### src/rtl/regfile_wr_arbiter.sv
// rtl/regfile_wr_arbiter.sv - round-robin register file write arbiter with pending-write scoreboard
// Optional: REGWR_FIXED_PRIO_EN selects fixed lowest-index-wins priority instead of round-robin.
module regfile_wr_arbiter #(
   parameter int TAM  = 16,
   parameter int NREQ = 3
) (
   input  logic                  clk,
   input  logic                  rst,
   input  logic [NREQ-1:0]       req_valid,
   input  logic [4*NREQ-1:0]     req_sel,
   input  logic [TAM*NREQ-1:0]   req_data,
   output logic [NREQ-1:0]       req_ready,
   output logic                  wr_en,
   output logic [3:0]            wr_sel,
   output logic [TAM-1:0]        wr_data,
   input  logic                  rsv_valid,
   input  logic [3:0]            rsv_sel,
   output logic                  rsv_ready,
   input  logic [3:0]            rd_sel_a,
   input  logic [3:0]            rd_sel_b,
   output logic                  hazard_a,
   output logic                  hazard_b,
   output logic [15:0]           busy
);

   localparam int PW = (NREQ > 1) ? $clog2(NREQ) : 1;

   logic [NREQ-1:0] grant;
   logic [PW-1:0]   gidx;
   logic            gfound;
   logic            transfer;
   logic [3:0]      gsel;
   logic [TAM-1:0]  gdata;
   logic [15:0]     busy_next;

`ifndef REGWR_FIXED_PRIO_EN
   logic [PW-1:0]   ptr;
`endif

   // First valid requester at or after the search start wins.
   always_comb begin
      int idx;
      grant  = '0;
      gidx   = '0;
      gfound = 1'b0;
      idx    = 0;
      for (int k = 0; k < NREQ; k++) begin
`ifdef REGWR_FIXED_PRIO_EN
         idx = k;
`else
         idx = (int'(ptr) + k) % NREQ;
`endif
         if (!gfound && req_valid[idx]) begin
            gfound     = 1'b1;
            grant[idx] = 1'b1;
            gidx       = PW'(idx);
         end
      end
   end

   assign req_ready = rst ? '0 : grant;
   assign transfer  = gfound & ~rst;
   assign gsel      = req_sel[4*int'(gidx) +: 4];
   assign gdata     = req_data[TAM*int'(gidx) +: TAM];

   assign rsv_ready = ~rst & ~busy[rsv_sel];
   assign hazard_a  = busy[rd_sel_a];
   assign hazard_b  = busy[rd_sel_b];

   // Clear on the strobe edge, then set; a same-edge reservation keeps the bit.
   always_comb begin
      busy_next = busy;
      if (wr_en)
         busy_next[wr_sel] = 1'b0;
      if (rsv_valid && rsv_ready)
         busy_next[rsv_sel] = 1'b1;
   end

   always_ff @(posedge clk or posedge rst) begin
      if (rst) begin
         wr_en   <= 1'b0;
         wr_sel  <= 4'd0;
         wr_data <= '0;
         busy    <= 16'h0000;
`ifndef REGWR_FIXED_PRIO_EN
         ptr     <= '0;
`endif
      end else begin
         wr_en <= transfer;
         busy  <= busy_next;
         if (transfer) begin
            wr_sel  <= gsel;
            wr_data <= gdata;
`ifndef REGWR_FIXED_PRIO_EN
            ptr     <= PW'((int'(gidx) + 1) % NREQ);
`endif
         end
      end
   end

endmodule

### config.mk
export PLATFORM = sky130hd
export DESIGN_NAME = regfile_wr_arbiter
export DESIGN_NICKNAME = d
export VERILOG_FILES = /design/src/rtl/regfile_wr_arbiter.sv
export SDC_FILE = /design/constraint.sdc
export NUM_CORES = 1
export LEC_CHECK = 0
export BUFFER_PORTS_ARGS = -buffer_cell sky130_fd_sc_hd__buf_2
export CAP_MARGIN = 25
export CORE_MARGIN = 2
export CORE_UTILIZATION = 45
export CTS_CLUSTER_DIAMETER = 30
export CTS_CLUSTER_SIZE = 25
export DETAILED_ROUTE_END_ITERATION = 12
export GPL_ROUTABILITY_DRIVEN = 0
export PLACE_DENSITY = 0.88
export REMOVE_ABC_BUFFERS = 1
export SLEW_MARGIN = 10
export SYNTH_ARGS = -nofsm -noshare
export SYNTH_HDL_FRONTEND = slang
export SYNTH_SLANG_ARGS = --single-unit
### constraint.sdc
create_clock -name clk -period 2 [get_ports clk]
set_input_delay 0.2 -clock clk [delete_from_list [all_inputs] [get_ports clk]]
set_output_delay 0.2 -clock clk [all_outputs]
set_load 0.005 [all_outputs]
# After elaboration in Yosys (flattened, before gate mapping)

Cells that the tools add are included.

Bitwise operators: 9
Divide/modulo/power cells: 4
Add/subtract/negate cells: 3
Shift operators: 2
$lt $le $gt $ge: 12
Reduce and logical (&&, ||, !) cells: 10
Multiplexer cells: 37

Operator list:

| kind                                                                     | number |
|---|---|
| 32-bit by 1-bit >= comparator with 1-bit output, second input constant   | 3 |
| 32-bit by 4-bit < comparator with 1-bit output, second input constant    | 3 |
| 32-bit by 3-bit remainder unit with 32-bit output, second input constant | 3 |
| 48-bit by 7-bit indexed part select with 16-bit output                   | 1 |
| 3-bit by 3-bit remainder unit with 32-bit output, second input constant  | 1 |
| 16-bit 2-to-1 mux                                                        | 2 |
| 4-bit by 5-bit < comparator with 1-bit output, second input constant     | 4 |
| 1-bit 2-to-1 mux                                                         | 17 |
| 16-bit bitwise AND                                                       | 1 |
| 16-bit inverter                                                          | 1 |
| 16-bit OR                                                                | 1 |
| 1-bit binary-select mux with 4-bit select                                | 3 |
| 3-bit 2-to-1 mux                                                         | 4 |
| 12-bit by 5-bit indexed part select with 4-bit output                    | 1 |
| 1-bit demux with 4-bit select                                            | 2 |
| 4-bit by 1-bit >= comparator with 1-bit output, second input constant    | 2 |
| 1-bit logical AND                                                        | 8 |
| 2-bit by 1-bit adder with 3-bit output, second input constant            | 2 |
| 1-bit binary-select mux with 2-bit select                                | 3 |
| 1-bit demux with 2-bit select                                            | 3 |
| 2-bit 2-to-1 mux                                                         | 3 |
| 3-bit OR                                                                 | 2 |
| 2-bit by 2-bit adder with 3-bit output, second input constant            | 1 |
| 1-bit bitwise AND                                                        | 2 |
| 2 further kinds                                                          | 4 |

Input port bits: 78
Word-level logic and storage cells: 82
Bits in registers: 39
Output and inout port bits: 43

# Longest topological paths before layout

Gate-level depths: netlist of run 1.

Depth after elaboration: 13
Depth in mapped cells: 10
Mapped depth without buffers: 7

# Least setup slack after synthesis of run 1

Ideal clock, no wire load.

Path type: register -> register
Start point: register ptr[0]
End point: register wr_data[13]
Clock period less this slack: 2.073 ns
Library setup time: 0.136 ns
Buffers on the path: 2
Arrival time: 1.938 ns
Slack: -0.073 ns
Cell stages (with the launch flop): 10
Data required time: 1.864 ns
Cells stage by stage: dfrtp_1 > inv_1 > ha_1 > buf_6 > or3b_1 > and2_1 > buf_2 > o311a_1 > nor4_1 > o31ai_1

Cells in the longest elaborated chain, start to end: 12
Elaborated cells between the ends (all ways): 26
Classes of those cells: 2 x add/sub; 3 x div; 1 x shift; 15 x mux; 1 x bitwise; 4 x reduce/logical

Ends and longest elaborated chain:

| item                                                                                       | RTL line | RTL |
|---|---|---|
| from (decl)                                                                                | 37       | `logic [PW-1:0] ptr;` |
| from (signal assigned)                                                                     | 95       | `ptr <= PW'((int'(gidx) + 1) % NREQ);` |
| branches (longest 12 deep; another with 32-bit by 3-bit remainder unit with 32-bit output) | n/a      |  |
| to (signal assigned)                                                                       | 93       | `wr_data <= gdata;` |
| to (decl)                                                                                  | 15       | `output logic [TAM-1:0] wr_data,` |

Several ways; the timed one is not identified. The select of a mux whose other input is x is not followed.
A chain may end at the register's enable or synchronous reset.

# Worst setup path in the final report of run 1

Start point: register ptr[0]
End point: register wr_data[2]

Same word-level chain as after synthesis.

==> results of run 1 <==
==> worst reg2reg max path, delay by kind of cell, from the launching register on <==
| family | cells | cell delay (ns) |
|---|---|---|
| AO/OA/AOI/OAI | 1 | 0.25 |
| adder cells (fa/ha/maj) | 1 | 0.30 |
| buffers and inverters | 4 | 0.44 |
| flip-flops | 1 | 0.48 |
| AND/OR/NAND/NOR | 3 | 1.03 |
==> cell usage after synthesis (2+ instances only) <==
library cell | instances | area share
nor2b_1 | 3 | 0.0060
buf_6 | 7 | 0.025
nand2b_1 | 7 | 0.014
nand2_1 | 50 | 0.060
clkbuf_1 | 16 | 0.019
or3_1 | 2 | 0.0040
mux2i_1 | 2 | 0.0064
buf_2 | 8 | 0.013
nand3b_1 | 5 | 0.012
nor2_1 | 23 | 0.028
o311a_1 | 19 | 0.061
o31ai_1 | 20 | 0.048
nor4_1 | 39 | 0.078
mux4_2 | 15 | 0.11
ha_1 | 4 | 0.016
or2_2 | 3 | 0.0060
inv_1 | 4 | 0.0048
o21ai_1 | 5 | 0.0080
and2_1 | 23 | 0.046
o21ai_0 | 32 | 0.051
dfrtp_1 | 39 | 0.31
nor3_1 | 3 | 0.0048
==> layer usage <==
layer | vias to the layer above | track usage | routed length, um
met1 | 1994 | 0.350 | 4990
met4 | 0 | 0.178 | 1240
met3 | 121 | 0.0825 | 1720
met5 | - | 0 | 0
met2 | 426 | 0.536 | 7340
li1 | 1693 | - | -
==> cell type report <==
cell class	instances	area (um^2)	area share
multi-input cells	279	2570	0.499
repair buffers	194	1380	0.267
flip-flops and latches	39	978	0.190
well taps	80	100	0.0194
clock buffers	5	68.8	0.0133
clock inverters	3	43.8	0.00849
inverters	5	18.8	0.00364
==> timing repair <==
item | in CTS | in global routing
endpoints found under the setup margin | 29 | 29
cloned | 4 | 3
hold buffers | 0 | 0
buffers inserted | 17 | 9
pin swaps | 7 | 20
gates resized for setup | 27 | 104
==> state kept, by name, indices dropped and copies added, names as in the netlist <==
register / flops
busy: 16
wr_data: 16
wr_sel: 4
ptr: 2
wr_en: 1
==> logic make-up after synthesis <==
| group | after synthesis | share of synthesized area |
|---|---|---|
| multiplexers | 18 | 0.118 |
| AND/OR/NAND/NOR | 168 | 0.288 |
| flip-flops | 39 | 0.311 |
| AO/OA/AOI/OAI | 88 | 0.204 |
| buffers and inverters | 36 | 0.0630 |
| adder cells (fa/ha/maj) | 4 | 0.0160 |
==> where the power goes <==
group / switching (mW) / total [mW] / leakage (nW) / internal (mW)
combinational: 3.15 / 6.31 / 1.85 / 3.16
clock: 0.329 / 0.701 / 0.0581 / 0.372
sequential: 0.504 / 1.69 / 0.470 / 1.18
==> stage by stage <==
step	area (um^2)	setup slack (ns)	total power, mW
4_1_cts	4550	-0.275	6.96
5_1_grt	5160	-0.638	9.06
2_1_floorplan	2960	-1.02	3.67
3_3_place_gp	4090	-0.237	5.38
3_5_place_dp	4090	-0.344	5.58
6_report	5160	-0.584	8.70
==> path summary, 6_finish.rpt <==
kind	start	to	slack [ns]	depth (start not counted)
max reg2reg	ptr[0]	wr_data[2]	-0.58	9
max	ptr[0]	wr_data[2]	-0.58	9
max in group asynchronous	rst	busy[11]	1.40	3
min	rst	wr_data[11]	0.17	3
min reg2reg	wr_data[1]	wr_data[1]	0.51	2
min in group clk	req_data[35]	wr_data[3]	0.20	3
==> flow_metrics.py, run 1 <==
metrics = {
    "outcome": {
        "outcome": "complete, but fails checks",
        "failed_checks": "negative setup slack",
    },
    "finish": {
        "final_common_cell": "buf_2",
        "final_cell_mix": "buf_2, buf_4, dfrtp_1",
        "fin_cells": 605,
        "drive_above_1_share": 0.590,
        "diodes": 0,
        "nets": 606,
        "final_util": 0.763,
        "area_delta_synth_final_pct": 64.4,
        "nFillCells": 397,
    },
    "synth": {
        "synthArstFlopShare": 1.00,
        "syn_inst": 353,
        "synth_seq_area_share": 0.311,
        "synth_edf_count": 0,
        "ys_ff_latch": 39,
        "avgSynthCellArea_um2": 8.89,
        "synth_area_mm2": 0.00314,
        "ys_types": 46,
        "ys.warnings.count": 0,
        "synth_ff_type": "dfrtp_1",
    },
    "sta": {
        "skew_ns": 0.0212,
        "slew_viol_final": 0,
        "setup_viol": 29,
        "worst_pin_slew_ns": 0.677,
        "finalCritPeriodShare": 1.29,
        "fmax_ghz": 0.387,
        "layout_setup_ws_ns": -0.584,
        "tns_ns": -10.27,
        "maxSlewHeadroom": 0.545,
        "rsz0062_at_grt": "true",
        "finalHoldViolCount": 0,
        "fin_crit_ns": 2.58,
        "holdWs_ns": 0.173,
    },
    "clock_network": {
        "cts-htree-levels": 2,
        "cts_tree": "yes",
        "cts_buffers": 5,
        "cts_root_buffer": "clkbuf_8",
        "clk_pin_slew_ns": 0.10,
        "cts_num_sinks": 39,
        "clk_path_buf_depth": 2,
        "clock_latency_ns": 0.31,
    },
    "placement": {
        "numPortBuffers": 120,
        "post-place-cells": 568,
        "hpwlAfterDp_um": 7860,
    },
    "power": {
        "powerDensity_mw_per_mm2": 1690,
        "p_leak_nw": 2.38,
        "ir_drop_uv": 876,
    },
    "routing": {
        "dr.pass1.iters": 5,
        "vias": 4234,
        "wirelength_um": 15300,
        "drt_iter0_drc": 346,
        "viasPerCell": 7.00,
        "wire_per_inst_um": 25.3,
        "drcViolationCount": 0,
        "drtAntennaViolNets": 0,
    },
    "global_route": {
        "antenna_found_initial": 0,
        "grt_pass1_vias": 3881,
        "gr-total-overflow": 0,
        "grt_max_degree": 40,
        "grt_util_all_layers": 0.313,
        "grt_pass1_wl_um": 18600,
    },
    "worst_setup_path": {
        "setup.worst_path.start_class": "flip-flop",
        "slowest_stage": "nor4_1",
        "cpPeakStageDelay_ns": 0.60,
        "path_buf_inv": 4,
        "path_class": "flip-flop to flip-flop",
        "cp-end-kind": "flip-flop",
        "crit_chain": "inv_2 -> ha_4 -> buf_4 -> inv_2 -> and4_4 -> buf_4 -> nor4_1 -> nor4_2 -> o31ai_2",
        "cp_data_arrival_time_ns": 2.81,
        "critPathRequiredTime_ns": 2.23,
        "cpLargestDelayFamily": "simple AND/OR/NAND/NOR gates",
        "cp_max_fo": 11,
    },
    "floorplan": {
        "io_pins": 121,
        "die_w_um": 87.5,
        "coreArea_mm2": 0.00676,
        "die-area_mm2": 0.00765,
        "die_y_um": 87.5,
        "initial_core_util": 0.464,
        "rows": 30,
    },
    "job": {
        "cap_violations": 0,
    },
    "hold_path": {
        "hp-class": "primary input to async pin",
    },
}
No activity file was read; power rests on OpenSTA's default activity.
==> run 2, diff against run 1 <==
--- a/config.mk
+++ b/config.mk
@@ -15,6 +15,7 @@
 export GPL_ROUTABILITY_DRIVEN = 0
 export PLACE_DENSITY = 0.88
 export REMOVE_ABC_BUFFERS = 1
+export SKIP_CTS_REPAIR_TIMING = 1
 export SLEW_MARGIN = 10
 export SYNTH_ARGS = -nofsm -noshare
 export SYNTH_HDL_FRONTEND = slang
==> flow_metrics.py, run 2 (synthesis results as in run 1) <==
metrics = {
    "routing": {
        "drt_iter0_drc": 326,
        "wire_per_inst_um": 25.6,
        "dr.pass1.iters": 5,
        "vias": 4257,
        "drtAntennaViolNets": 0,
        "drcViolationCount": 0,
        "viasPerCell": 7.08,
        "wirelength_um": 15400,
    },
    "clock_network": {
        "cts_num_sinks": 39,
        "cts-htree-levels": 2,
        "cts_buffers": 5,
        "cts_tree": "yes",
        "clock_latency_ns": 0.31,
        "cts_root_buffer": "clkbuf_8",
        "clk_pin_slew_ns": 0.09,
        "clk_path_buf_depth": 2,
    },
    "worst_setup_path": {
        "setup.worst_path.start_class": "flip-flop",
        "cp-end-kind": "primary output",
        "cp_data_arrival_time_ns": 2.22,
        "cp_num_cells": 9,
        "path_class": "flip-flop to primary output",
        "crit_chain": "buf_6 -> ha_4 -> buf_6 -> nand3b_1 -> o31ai_4 -> nor2b_4 -> nand2_2 -> a311oi_2 -> buf_2",
        "cp_max_fo": 4,
        "critPathRequiredTime_ns": 1.80,
        "cpPeakStageDelay_ns": 0.42,
        "cpLargestDelayFamily": "buffers and inverters",
        "slowest_stage": "dfrtp_1",
        "rr_worst_depth": 9,
        "path_buf_inv": 3,
        "r2r_slack_ns": -0.39,
        "critical_path.most_common_cell": "buf_6",
    },
    "sta": {
        "finalHoldViolCount": 0,
        "setup_viol": 29,
        "finalCritPeriodShare": 1.21,
        "layout_setup_ws_ns": -0.421,
        "slew_viol_final": 0,
        "rsz0062_at_grt": "true",
        "skew_ns": 0.0212,
        "maxSlewHeadroom": 0.623,
        "fin_crit_ns": 2.42,
        "fmax_ghz": 0.413,
        "worst_pin_slew_ns": 0.560,
    },
    "floorplan": {
        "rows": 30,
        "die_y_um": 87.5,
        "coreArea_mm2": 0.00676,
        "die-area_mm2": 0.00765,
        "die_w_um": 87.5,
        "initial_core_util": 0.464,
        "io_pins": 121,
    },
    "global_route": {
        "gr-total-overflow": 0,
        "grt_pass1_wl_um": 16600,
        "grt_max_degree": 40,
        "grt_pass1_vias": 3514,
        "antenna_found_initial": 1,
        "grt_util_all_layers": 0.274,
    },
    "power": {
        "ir_drop_uv": 1020,
        "p_leak_nw": 2.38,
        "powerDensity_mw_per_mm2": 1680,
        "finalPower_mw": 8.88,
    },
    "finish": {
        "diodes": 0,
        "area_delta_synth_final_pct": 68.5,
        "fin_cells": 601,
        "fin_area_mm2": 0.00529,
        "top_regs": "busy (16), wr_data (16), wr_sel (4)",
        "nets": 602,
        "final_cell_mix": "buf_2, buf_4, dfrtp_1",
        "final_common_cell": "buf_2",
        "drive_above_1_share": 0.603,
    },
    "hold_path": {
        "hp-class": "primary input to async pin",
    },
    "outcome": {
        "outcome": "complete, but fails checks",
        "failed_checks": "negative setup slack",
    },
    "placement": {
        "hpwlAfterDp_um": 7860,
        "numPortBuffers": 120,
        "post-place-cells": 568,
        "detailed_place.area_mm2": 0.00409,
    },
    "job": {
        "cap_violations": 0,
    },
}
run 2: metal layers:
layer	wire, um	share of wire	vias to the layer above	global-route usage
met1	5150	0.33	2031	0.328
met5	17	0.0011	-	0
li1	-	-	1682	-
met3	1780	0.12	112	0.0654
met2	7440	0.48	430	0.477
met4	1010	0.066	2	0.101
run 2: worst reg2reg max path, stage by stage, from the launching register on:
cell,delay (ns)
dfrtp_1,0.42
buf_6,0.14
ha_4,0.26
buf_4,0.14
nor2b_1,0.13
o21ai_1,0.28
nand2_1,0.19
buf_4,0.24
nor4_4,0.38
o31ai_4,0.10
run 2: worst paths after layout:
check                              from           end
max                              ptr[1]  req_ready[1]
min                                 rst   wr_data[11]
max reg2reg                      ptr[1]    wr_data[4]
min reg2reg                 wr_data[11]   wr_data[11]
max in group asynchronous           rst      busy[11]
min in group clk           req_data[37]    wr_data[5]
run 2: per-stage QoR:
stage	utilization	hold WS [ns]	TNS (ns)	worst slack, ns
floorplan	-	0.386	-23.45	-1.02
global placement	0.605	0.459	-4.00	-0.237
detailed placement	0.605	0.463	-6.36	-0.344
CTS	0.621	0.160	-7.58	-0.568
global route	0.782	0.208	-10.20	-0.484
finish	0.782	0.166	-9.25	-0.421
run 2: area by class of cell:
cell class | count | area, um^2
Clock buffer | 5 | 68.8
Multi-Input combinational cell | 278 | 2730
Fill cell | 355 | 1470
Sequential cell | 39 | 978
Tap cell | 80 | 100
Clock inverter | 3 | 43.8
Inverter | 5 | 18.8
Timing Repair Buffer | 191 | 1350
run 2: power by group:
group / leakage, nW / switching, mW / internal [mW]
combinational: 1.85 / 3.28 / 3.20
clock: 0.0581 / 0.326 / 0.372
sequential: 0.470 / 0.511 / 1.18
